`src/rtl/trg_link_pkg.sv`:
```
// Shared definitions for the trigger-link bring-up chain.
// Latency: n/a (types, constants and constant functions only).
// Backpressure: n/a.
//
// Contents:
//    tx_sync_state_t    : GTX TX phase-sync sequencer state encoding
//    DEF_*              : default phase timings and counter width
//    SYNC_CNT_MAX       : saturation value of the completed-sync counter
//    max3 / cnt_width   : constant helpers used to size and check CNT_W
package trg_link_pkg;

   typedef enum logic [2:0] {
      ST_IDLE      = 3'd0,
      ST_SETTLE    = 3'd1,
      ST_ALIGN     = 3'd2,
      ST_SETPHASE  = 3'd3,
      ST_DONE      = 3'd4
   } tx_sync_state_t;

   localparam int unsigned DEF_SETTLE_CYCLES = 32;
   localparam int unsigned DEF_ALIGN_CYCLES  = 512;
   localparam int unsigned DEF_PHASE_CYCLES  = 8192;
   localparam int unsigned DEF_CNT_W         = 14;

   localparam logic [7:0] SYNC_CNT_MAX = 8'd255;

   function automatic int unsigned max3(input int unsigned a,
                                        input int unsigned b,
                                        input int unsigned c);
      int unsigned m;
      m = a;
      if (b > m) m = b;
      if (c > m) m = c;
      return m;
   endfunction

   // Bits needed to hold the terminal count n-1 of an n-cycle phase.
   function automatic int unsigned cnt_width(input int unsigned n);
      if (n <= 2) return 1;
      return $clog2(n);
   endfunction

endpackage

```
`src/rtl/gtx_tx_phase_sync.sv`:
```
// GTX TX PMA phase-alignment sequencer: Settle -> Align -> SetPhase -> Done.
// Latency: qualifying sample at edge 1 -> SYNC_DONE at edge SETTLE+ALIGN+PHASE+1.
// Backpressure: none; GTX_RST high or TXRESETDONE low aborts to Idle on the next edge.
//
// Ports:
//    CLK                in   TXUSRCLK2-domain clock
//    RST                in   synchronous, active-high reset
//    GTX_RST            in   transceiver reset from the trigger-clock start controller
//    TXRESETDONE        in   GTX reset-done, already synchronised to CLK
//    TXENPMAPHASEALIGN  out  GTX enable PMA phase alignment
//    TXPMASETPHASE      out  GTX set phase
//    SYNC_DONE          out  TX phase aligned (level)
//    SYNC_CNT           out  completed-sync count, saturating at 255
//                            (only when TX_SYNC_CNT_EN is defined)
//
// Build option: define TX_SYNC_CNT_EN to add the SYNC_CNT port and counter.
module gtx_tx_phase_sync
   import trg_link_pkg::*;
#(
   parameter int unsigned SETTLE_CYCLES = DEF_SETTLE_CYCLES,
   parameter int unsigned ALIGN_CYCLES  = DEF_ALIGN_CYCLES,
   parameter int unsigned PHASE_CYCLES  = DEF_PHASE_CYCLES,
   parameter int unsigned CNT_W         = DEF_CNT_W
)(
   input  logic       CLK,
   input  logic       RST,
   input  logic       GTX_RST,
   input  logic       TXRESETDONE,
   output logic       TXENPMAPHASEALIGN,
   output logic       TXPMASETPHASE,
   output logic       SYNC_DONE
`ifdef TX_SYNC_CNT_EN
   ,
   output logic [7:0] SYNC_CNT
`endif
);

   // ------------------------------------------------------------------
   // Static configuration checks
   // ------------------------------------------------------------------
   if (CNT_W < cnt_width(max3(SETTLE_CYCLES, ALIGN_CYCLES, PHASE_CYCLES))) begin : g_cnt_w_err
      $error("gtx_tx_phase_sync: CNT_W=%0d cannot hold the largest terminal count", CNT_W);
   end

   if (SETTLE_CYCLES < 2 || ALIGN_CYCLES < 2 || PHASE_CYCLES < 2) begin : g_min_err
      $error("gtx_tx_phase_sync: every phase must last at least 2 cycles");
   end

   localparam logic [CNT_W-1:0] SETTLE_LAST = CNT_W'(SETTLE_CYCLES - 1);
   localparam logic [CNT_W-1:0] ALIGN_LAST  = CNT_W'(ALIGN_CYCLES - 1);
   localparam logic [CNT_W-1:0] PHASE_LAST  = CNT_W'(PHASE_CYCLES - 1);

   tx_sync_state_t   state_q;
   tx_sync_state_t   state_d;
   logic [CNT_W-1:0] cnt_q;
   logic [CNT_W-1:0] cnt_d;
   logic             cnt_inc;
   logic             abort;
   logic             en_d;
   logic             set_d;
   logic             done_d;

   // Either the controller holding the transceiver in reset or the GTX
   // losing reset-done invalidates any alignment in progress.
   assign abort = GTX_RST | ~TXRESETDONE;

   // ------------------------------------------------------------------
   // Next-state, counter and output decode
   // ------------------------------------------------------------------
   always_comb begin
      state_d = state_q;
      cnt_inc = 1'b0;

      unique case (state_q)
         ST_IDLE: begin
            state_d = ST_SETTLE;
         end
         ST_SETTLE: begin
            if (cnt_q == SETTLE_LAST) state_d = ST_ALIGN;
            else                      cnt_inc = 1'b1;
         end
         ST_ALIGN: begin
            if (cnt_q == ALIGN_LAST) state_d = ST_SETPHASE;
            else                     cnt_inc = 1'b1;
         end
         ST_SETPHASE: begin
            if (cnt_q == PHASE_LAST) state_d = ST_DONE;
            else                     cnt_inc = 1'b1;
         end
         ST_DONE: begin
            state_d = ST_DONE;
         end
         default: begin
            state_d = ST_IDLE;
         end
      endcase

      // Abort outranks every transition, including holding in Done.
      if (abort) state_d = ST_IDLE;

      // Counter only survives an edge when staying in a timed state; any
      // state change or abort leaves it at zero for the next entry.
      cnt_d = (cnt_inc && !abort) ? cnt_q + CNT_W'(1) : '0;

      // Outputs follow the state being entered so they move with it.
      en_d   = (state_d == ST_ALIGN) || (state_d == ST_SETPHASE) || (state_d == ST_DONE);
      set_d  = (state_d == ST_SETPHASE);
      done_d = (state_d == ST_DONE);
   end

   // ------------------------------------------------------------------
   // State, counter and output registers
   // ------------------------------------------------------------------
   always_ff @(posedge CLK) begin
      if (RST) begin
         state_q           <= ST_IDLE;
         cnt_q             <= '0;
         TXENPMAPHASEALIGN <= 1'b0;
         TXPMASETPHASE     <= 1'b0;
         SYNC_DONE         <= 1'b0;
      end else begin
         state_q           <= state_d;
         cnt_q             <= cnt_d;
         TXENPMAPHASEALIGN <= en_d;
         TXPMASETPHASE     <= set_d;
         SYNC_DONE         <= done_d;
      end
   end

`ifdef TX_SYNC_CNT_EN
   // ------------------------------------------------------------------
   // Completed-sync counter: survives GTX_RST, cleared only by RST
   // ------------------------------------------------------------------
   logic done_entry;

   assign done_entry = (state_d == ST_DONE) && (state_q != ST_DONE);

   always_ff @(posedge CLK) begin
      if (RST) begin
         SYNC_CNT <= '0;
      end else if (done_entry && (SYNC_CNT != SYNC_CNT_MAX)) begin
         SYNC_CNT <= SYNC_CNT + 8'd1;
      end
   end
`endif

endmodule

```
`config.mk`:
```
export PLATFORM = sky130hd
export DESIGN_NAME = gtx_tx_phase_sync
export DESIGN_NICKNAME = d
export VERILOG_FILES = /design/src/rtl/trg_link_pkg.sv /design/src/rtl/gtx_tx_phase_sync.sv
export SDC_FILE = /design/constraint.sdc
export NUM_CORES = 1
export LEC_CHECK = 0
export CAP_MARGIN = 15
export CORE_MARGIN = 5
export CORE_UTILIZATION = 59
export CTS_CLUSTER_DIAMETER = 60
export DETAILED_ROUTE_END_ITERATION = 10
export PLACE_DENSITY = 0.8
export SETUP_SLACK_MARGIN = 0.02
export SLEW_MARGIN = 20
export SYNTH_ARGS = -nofsm -noshare
export SYNTH_HDL_FRONTEND = slang
export SYNTH_SLANG_ARGS = --single-unit
```
`constraint.sdc`:
```
create_clock -name CLK -period 4.6 [get_ports CLK]
set_input_delay 1.38 -clock CLK [delete_from_list [all_inputs] [get_ports CLK]]
set_output_delay 1.38 -clock CLK [all_outputs]
set_load 0.05 [all_outputs]
```
==> out/summary.txt, run 1 <==
Clk slew on worst S/H paths: 0.10 ns
Clock sink total: 20
FFs w/ async S/R, synth: 0%
Syn nets: 112
Post-CTS Resized: 0
Hold buffers post-CTS: 0
Min Tclk post-route: 2.780 ns
Syn. warnings: 0
H-Tree Depth: 1
Cells after Synth: 107
Synth Area per Inst: 8.747 sq um
Worst VDD drop: 0.1770 mV
Fin Setup TNS: 0 ns
Net Sw Frac: 19.54%
Cell Area, Synth: 935.9 sq um
Initial DRC Count: 10
Fmax: 359.8 MHz
Final ANT Viol Nets: 0
Vias in the first global route: 699
Yosys cell types: 32
Hold path depth: 1
Main synth FF type: dfxtp_1
Final Cycle Share: 60.42%
Sequential Power Share: 67.7%
Combinational power share: 2.3%
Relative slew slack: 65.63%
Run status: finished clean
Total Wirelength: 1612 microns
Unrepaired setup endpoints after global routing: no
Post-DR wirelength/cell: 12.50 microns
Area delta synth->final: 8.957%
Switching power: 0.05040 mW
Leak Pwr: 0.3148 nW
CP max FO: 1
Post-synth top cells: dfxtp_1, nor2_1, nand2_1, xnor2_1, nand3_1
Worst Hold Class: flop to flop
Antenna violations before repair: 0
Sequential fraction of the synthesis area: 42.78%
Die Wd: 49.83 microns
Clock power frac: 30.0%
Filler instances: 127
Most frequent cell after synthesis: dfxtp_1
Drt pass-1 iters: 4
Synth Register Bits: 20
Top post-synthesis cells by area: dfxtp_1, xnor2_1, nor2_1
DP HPWL: 1206 microns
# setup viols final: 0
Crit. path cell count: 1
EDFF count, synth: 0
Setup CP Type: flop to output port
CTS root buffer: clkbuf_4
Worst Max-Slew Pin Slew: 0.5090 ns
CP Launch Type: flop
Post-CTS Repair Setup Buffers: 0
Final Hold Vio Count: 0
Clock Latency Late Sink: 0.29 ns
Port Buf Inserts: 6
CTS tree: yes
Yosys top cell by area: dfxtp_1
R2R Setup Slk: 2.53 ns
CP required: 3.22 ns
MaxCap Viol Count: 0
Core Util, Final: 67.69%
Critical path's largest stage delay: 0.79 ns
Critical path capture point type: output port
Die Y: 49.83 microns
Detailed-route DRC error count: 0
Critical path buffers and inverters: 1
Antenna cell count: 0
Power Dens Cells: 253.0 nW/um^2
First-pass GRT wire length: 2898 microns
Final Wtd Congestion: 0.8222
Worst r2r path cells: 5
GRT overflow: 0
Crit path cell chain: clkdlybuf4s50_1
CP top delay family: buffers and inverters
I/O pins: 7
Cell-internal power: 0.2076 mW
Total core area: 1506 sq um
Top cell type's share of synthesized area: 42.78%
Share of layout cells above drive strength 1: 7.080%
Die ar.: 2483 sq um
Slowest-stage cell, CP: clkdlybuf4s50_1
Rows: 14
Num CTS Buffers: 3
Clock tree buffer depth: 2
Total GRT Usage: 14.36%
Vias after detailed routing: 740
Vias per cell: 5.736
Worst clock skew: 0.007001 ns
Largest net degree at the start of global routing: 15
Final net count: 120
Initial Util: 62.13%
Crit path DAT: 1.40 ns
Max Slew Vio Count: 0
-- area by class of cell --
cell class              count  area [sq um]  share of cell area, %
multi-input cells          82         509.2                  49.94
flip-flops and latches     20         400.4                  39.26
repair buffers              6         60.06                  5.890
clock buffers               3         22.52                  2.209
well taps                  16         20.02                  1.963
inverters                   2         7.507                 0.7362
-- routing by layer --
layer | vias up | global-route usage (%) | routed length [microns]
met1 | 344 | 18.85 | 781
met4 | 0 | 3.930 | 0
met5 | - | 0 | 0
met3 | 0 | 3.614 | 37
li1 | 389 | - | -
met2 | 7 | 23.09 | 793
-- flip-flops by register name, summed over array words and instances, names as in the netlist --
| name | count |
|---|---|
| SYNC_DONE | 1 |
| TXENPMAPHASEALIGN | 1 |
| TXPMASETPHASE | 1 |
| cnt_q | 14 |
| state_q | 3 |
-- stage by stage --
step | power, mW | worst slack (ns) | hold slack [ns] | cells | cell area, sq um
finish | 0.2580 | 1.820 | 0.4762 | 129 | 1020
global route | 0.2722 | 1.756 | 0.5369 | 129 | 1020
CTS | 0.2606 | 1.799 | 0.4776 | 129 | 1020
detailed placement | 0.1846 | 1.669 | 0.4580 | 126 | 997.2
global placement | 0.1843 | 1.718 | 0.4415 | 126 | 997.2
floorplan | 0.1816 | 2.233 | 0.4298 | 107 | 935.9
-- path summary, 6_finish.rpt --
kind | from | endpoint
setup / recovery | TXENPMAPHASEALIGN | TXENPMAPHASEALIGN
hold / removal | cnt_q[0] | cnt_q[0]
setup reg to reg | cnt_q[0] | cnt_q[7]
hold reg to reg | cnt_q[0] | cnt_q[0]
-- cells in the final DEF, fill, tap and decap left out --
master,n
and2_1,1
nand2b_1,1
a31o_2,1
nor3_1,4
nand4_2,2
xor2_1,4
nand3_1,6
o211ai_1,1
a21boi_0,2
o21ai_0,2
nor2_1,18
clkdlybuf4s50_1,6
nor4_1,4
a21oi_1,4
inv_1,2
nand4_1,2
a21o_1,1
o22a_1,1
o32ai_1,1
or4_1,1
ha_1,1
or4_4,1
o41ai_1,1
nor2b_1,3
and4_1,1
xnor2_1,8
nor4_2,1
nor3b_1,1
clkbuf_4,3
nand2_1,8
a22oi_1,1
dfxtp_1,20
-- logic make-up after synthesis --
logic type               after synthesis  synth area share [%]
AND/OR/NAND/NOR                       54                 30.88
buffers and inverters                  5                 2.808
AO/OA/AOI/OAI                         15                 10.96
XOR/XNOR                              12                 11.23
flip-flops                            20                 42.78
adder cells (fa/ha/maj)                1                 1.337
-- power by group through the flow --
stage	registers (mW)	logic [mW]	clock network, mW
after detailed placement	0.179	0.00599	0
final	0.175	0.00587	0.0775
after CTS	0.175	0.00597	0.0800
after global routing	0.175	0.00658	0.0906
after floorplan	0.178	0.00384	0
after global placement	0.179	0.00570	0
Power figures use the tool's default switching activity.
==> inputs of run 2 (changes only) <==
Settings changed: CORE_UTILIZATION 59 to 55, PLACE_DENSITY 0.8 to 0.76.
Clock period 4.6 ns to 2.6 ns, I/O delays scaled along.
==> out/summary.txt, run 2 (synthesized netlist as in run 1, its figures left out) <==
Antenna violations before repair: 0 (unchanged)
Unrepaired setup endpoints after global routing: no
Final Cycle Share: 84.39%
Power Dens Cells: 449.6 nW/um^2 (+78%)
CP max FO: 1 (unchanged)
Initial Util: 56.03% (-6.1 points)
DP HPWL: 1214 microns (+0.69%)
Post-CTS Resized: 0 (unchanged)
Worst Hold Class: flop to flop
Area delta synth->final: 9.893%
Worst VDD drop: 0.2965 mV (+67%)
Placed Instances: 128 (+1.6%)
I/O pins: 7 (unchanged)
Max Slew Vio Count: 0 (unchanged)
First-pass GRT wire length: 2884 microns (-0.48%)
Fin cells: 131 (+1.6%)
Setup CP Type: flop to output port
Total Wirelength: 1683 microns (+4.4%)
MaxCap Viol Count: 0 (unchanged)
Final Wtd Congestion: 0.8578 (+4.3%)
Combinational power share: 2.5% (+0.2 points)
Critical path buffers and inverters: 1 (unchanged)
# setup viols final: 0 (unchanged)
Fin Setup TNS: 0 ns (unchanged)
Die Wd: 51.25 microns (+2.9%)
Core Util, Final: 61.57% (-6.1 points)
GRT overflow: 0 (unchanged)
Final net count: 121 (+0.83%)
Clock Latency Late Sink: 0.29 ns (about the same)
Worst clock skew: 0.001635 ns (-0.005366 ns)
Min Tclk post-route: 2.194 ns
Switching power: 0.09429 mW (+87%)
Slowest-stage cell, CP: clkdlybuf4s50_1
Worst Max-Slew Pin Slew: 0.5637 ns (+0.05477 ns)
Largest Register: cnt_q
Total GRT Usage: 14.50% (+0.15 points)
CP required: 1.82 ns (-1.40 ns)
R2R Setup Slk: 0.54 ns (-1.99 ns)
Final ANT Viol Nets: 0 (unchanged)
Drt pass-1 iters: 4 (unchanged)
Num CTS Buffers: 3 (unchanged)
Post-DR wirelength/cell: 12.85 microns (+2.8%)
Initial DRC Count: 19 (+9)
Relative slew slack: 62.07% (-3.6 points)
Filler instances: 157 (+24%)
Crit path DAT: 1.41 ns (about the same)
Total core area: 1670 sq um (+11%)
Cell-internal power: 0.3681 mW (+77%)
Detailed-route DRC error count: 0 (unchanged)
CP top delay family: buffers and inverters
CTS tree: yes
Commonest non-fill, non-tap cells in the layout: dfxtp_1, nor2_1, nand2_1, xnor2_1
Hold buffers post-CTS: 0 (unchanged)
Leak Pwr: 0.3201 nW (+1.7%)
Clk slew on worst S/H paths: 0.10 ns (about the same)
Share of layout cells above drive strength 1: 7.895% (+0.82 points)
Vias per cell: 5.885 (+2.6%)
Final Hold Vio Count: 0 (unchanged)
Post-CTS Repair Setup Buffers: 0 (unchanged)
Critical path's largest stage delay: 0.80 ns (about the same)
Fmax: 455.8 MHz
H-Tree Depth: 1 (unchanged)
Die Y: 51.25 microns (+2.9%)
Rows: 15 (+1)
Clock tree buffer depth: 2 (unchanged)
Antenna cell count: 0 (unchanged)
Critical path capture point type: output port
FF/Latch Area: 400.4 sq um (unchanged)
CTS root buffer: clkbuf_4
CP Launch Type: flop
Port Buf Inserts: 6 (unchanged)
Most common cell after layout, fill and taps aside: dfxtp_1
Net Sw Frac: 20.39% (+0.86 points)
Sequential Power Share: 66.9% (-0.8 points)
Crit path cell chain: clkdlybuf4s50_1
Largest register FFs: 14 (unchanged)
Vias after detailed routing: 771 (+4.2%)
Footprint of the multi-input gates: 509.2 sq um (unchanged)
Clock power frac: 30.7% (+0.7 points)
Vias in the first global route: 709 (+1.4%)
Biggest registers after layout: cnt_q: 14 flops, state_q: 3 flops
Die ar.: 2627 sq um (+5.8%)
Clock sink total: 20 (unchanged)
Largest net degree at the start of global routing: 15 (unchanged)
Run status: finished clean
==> run 2: final cells by class <==
| cell class | count | area share [%] |
|---|---|---|
| clock buffers | 3 | 2.190 |
| multi-input cells | 82 | 49.51 |
| flip-flops and latches | 20 | 38.93 |
| repair buffers | 7 | 6.569 |
| inverters | 2 | 0.7299 |
| well taps | 17 | 2.068 |
==> run 2: stage by stage <==
stage                     hold slack [ns]  cell area, sq um  total power [mW]  setup WS, ns
after CTS                          0.4885              1028            0.4660        0.3903
after detailed placement           0.4668              1006            0.3275        0.4424
after floorplan                    0.4298             935.9            0.3213        0.8335
final                              0.4865              1028            0.4624        0.4059
after global placement             0.4437              1006            0.3271        0.5126
after global routing               0.5178              1028            0.4840        0.3670
==> run 2: path summary, 6_finish.rpt <==
check	from	endpoint	cells past startpoint
worst max register to register	cnt_q[0]	cnt_q[11]	5
worst max-delay path	SYNC_DONE	SYNC_DONE	1
worst min register to register	cnt_q[0]	cnt_q[0]	1
worst min-delay path	cnt_q[0]	cnt_q[0]	1
==> run 2: power groups by stage <==
stage / Clock [mW] / Sequential (mW) / Combinational [mW]
6_report: 0.142 / 0.309 / 0.0113
5_1_grt: 0.162 / 0.310 / 0.0126
4_1_cts: 0.145 / 0.309 / 0.0115
3_5_place_dp: 0 / 0.316 / 0.0114
3_3_place_gp: 0 / 0.316 / 0.0111
2_1_floorplan: 0 / 0.315 / 0.00679
==> run 2: per-layer routing <==
layer  vias up  part of all wire [%]  GRT usage, %
li1        394                     -             -
met4         0                   1.1         8.734
met3         2                   2.7         3.499
met1       362                    49         16.40
met5         -                     0             0
met2        13                    47         24.46
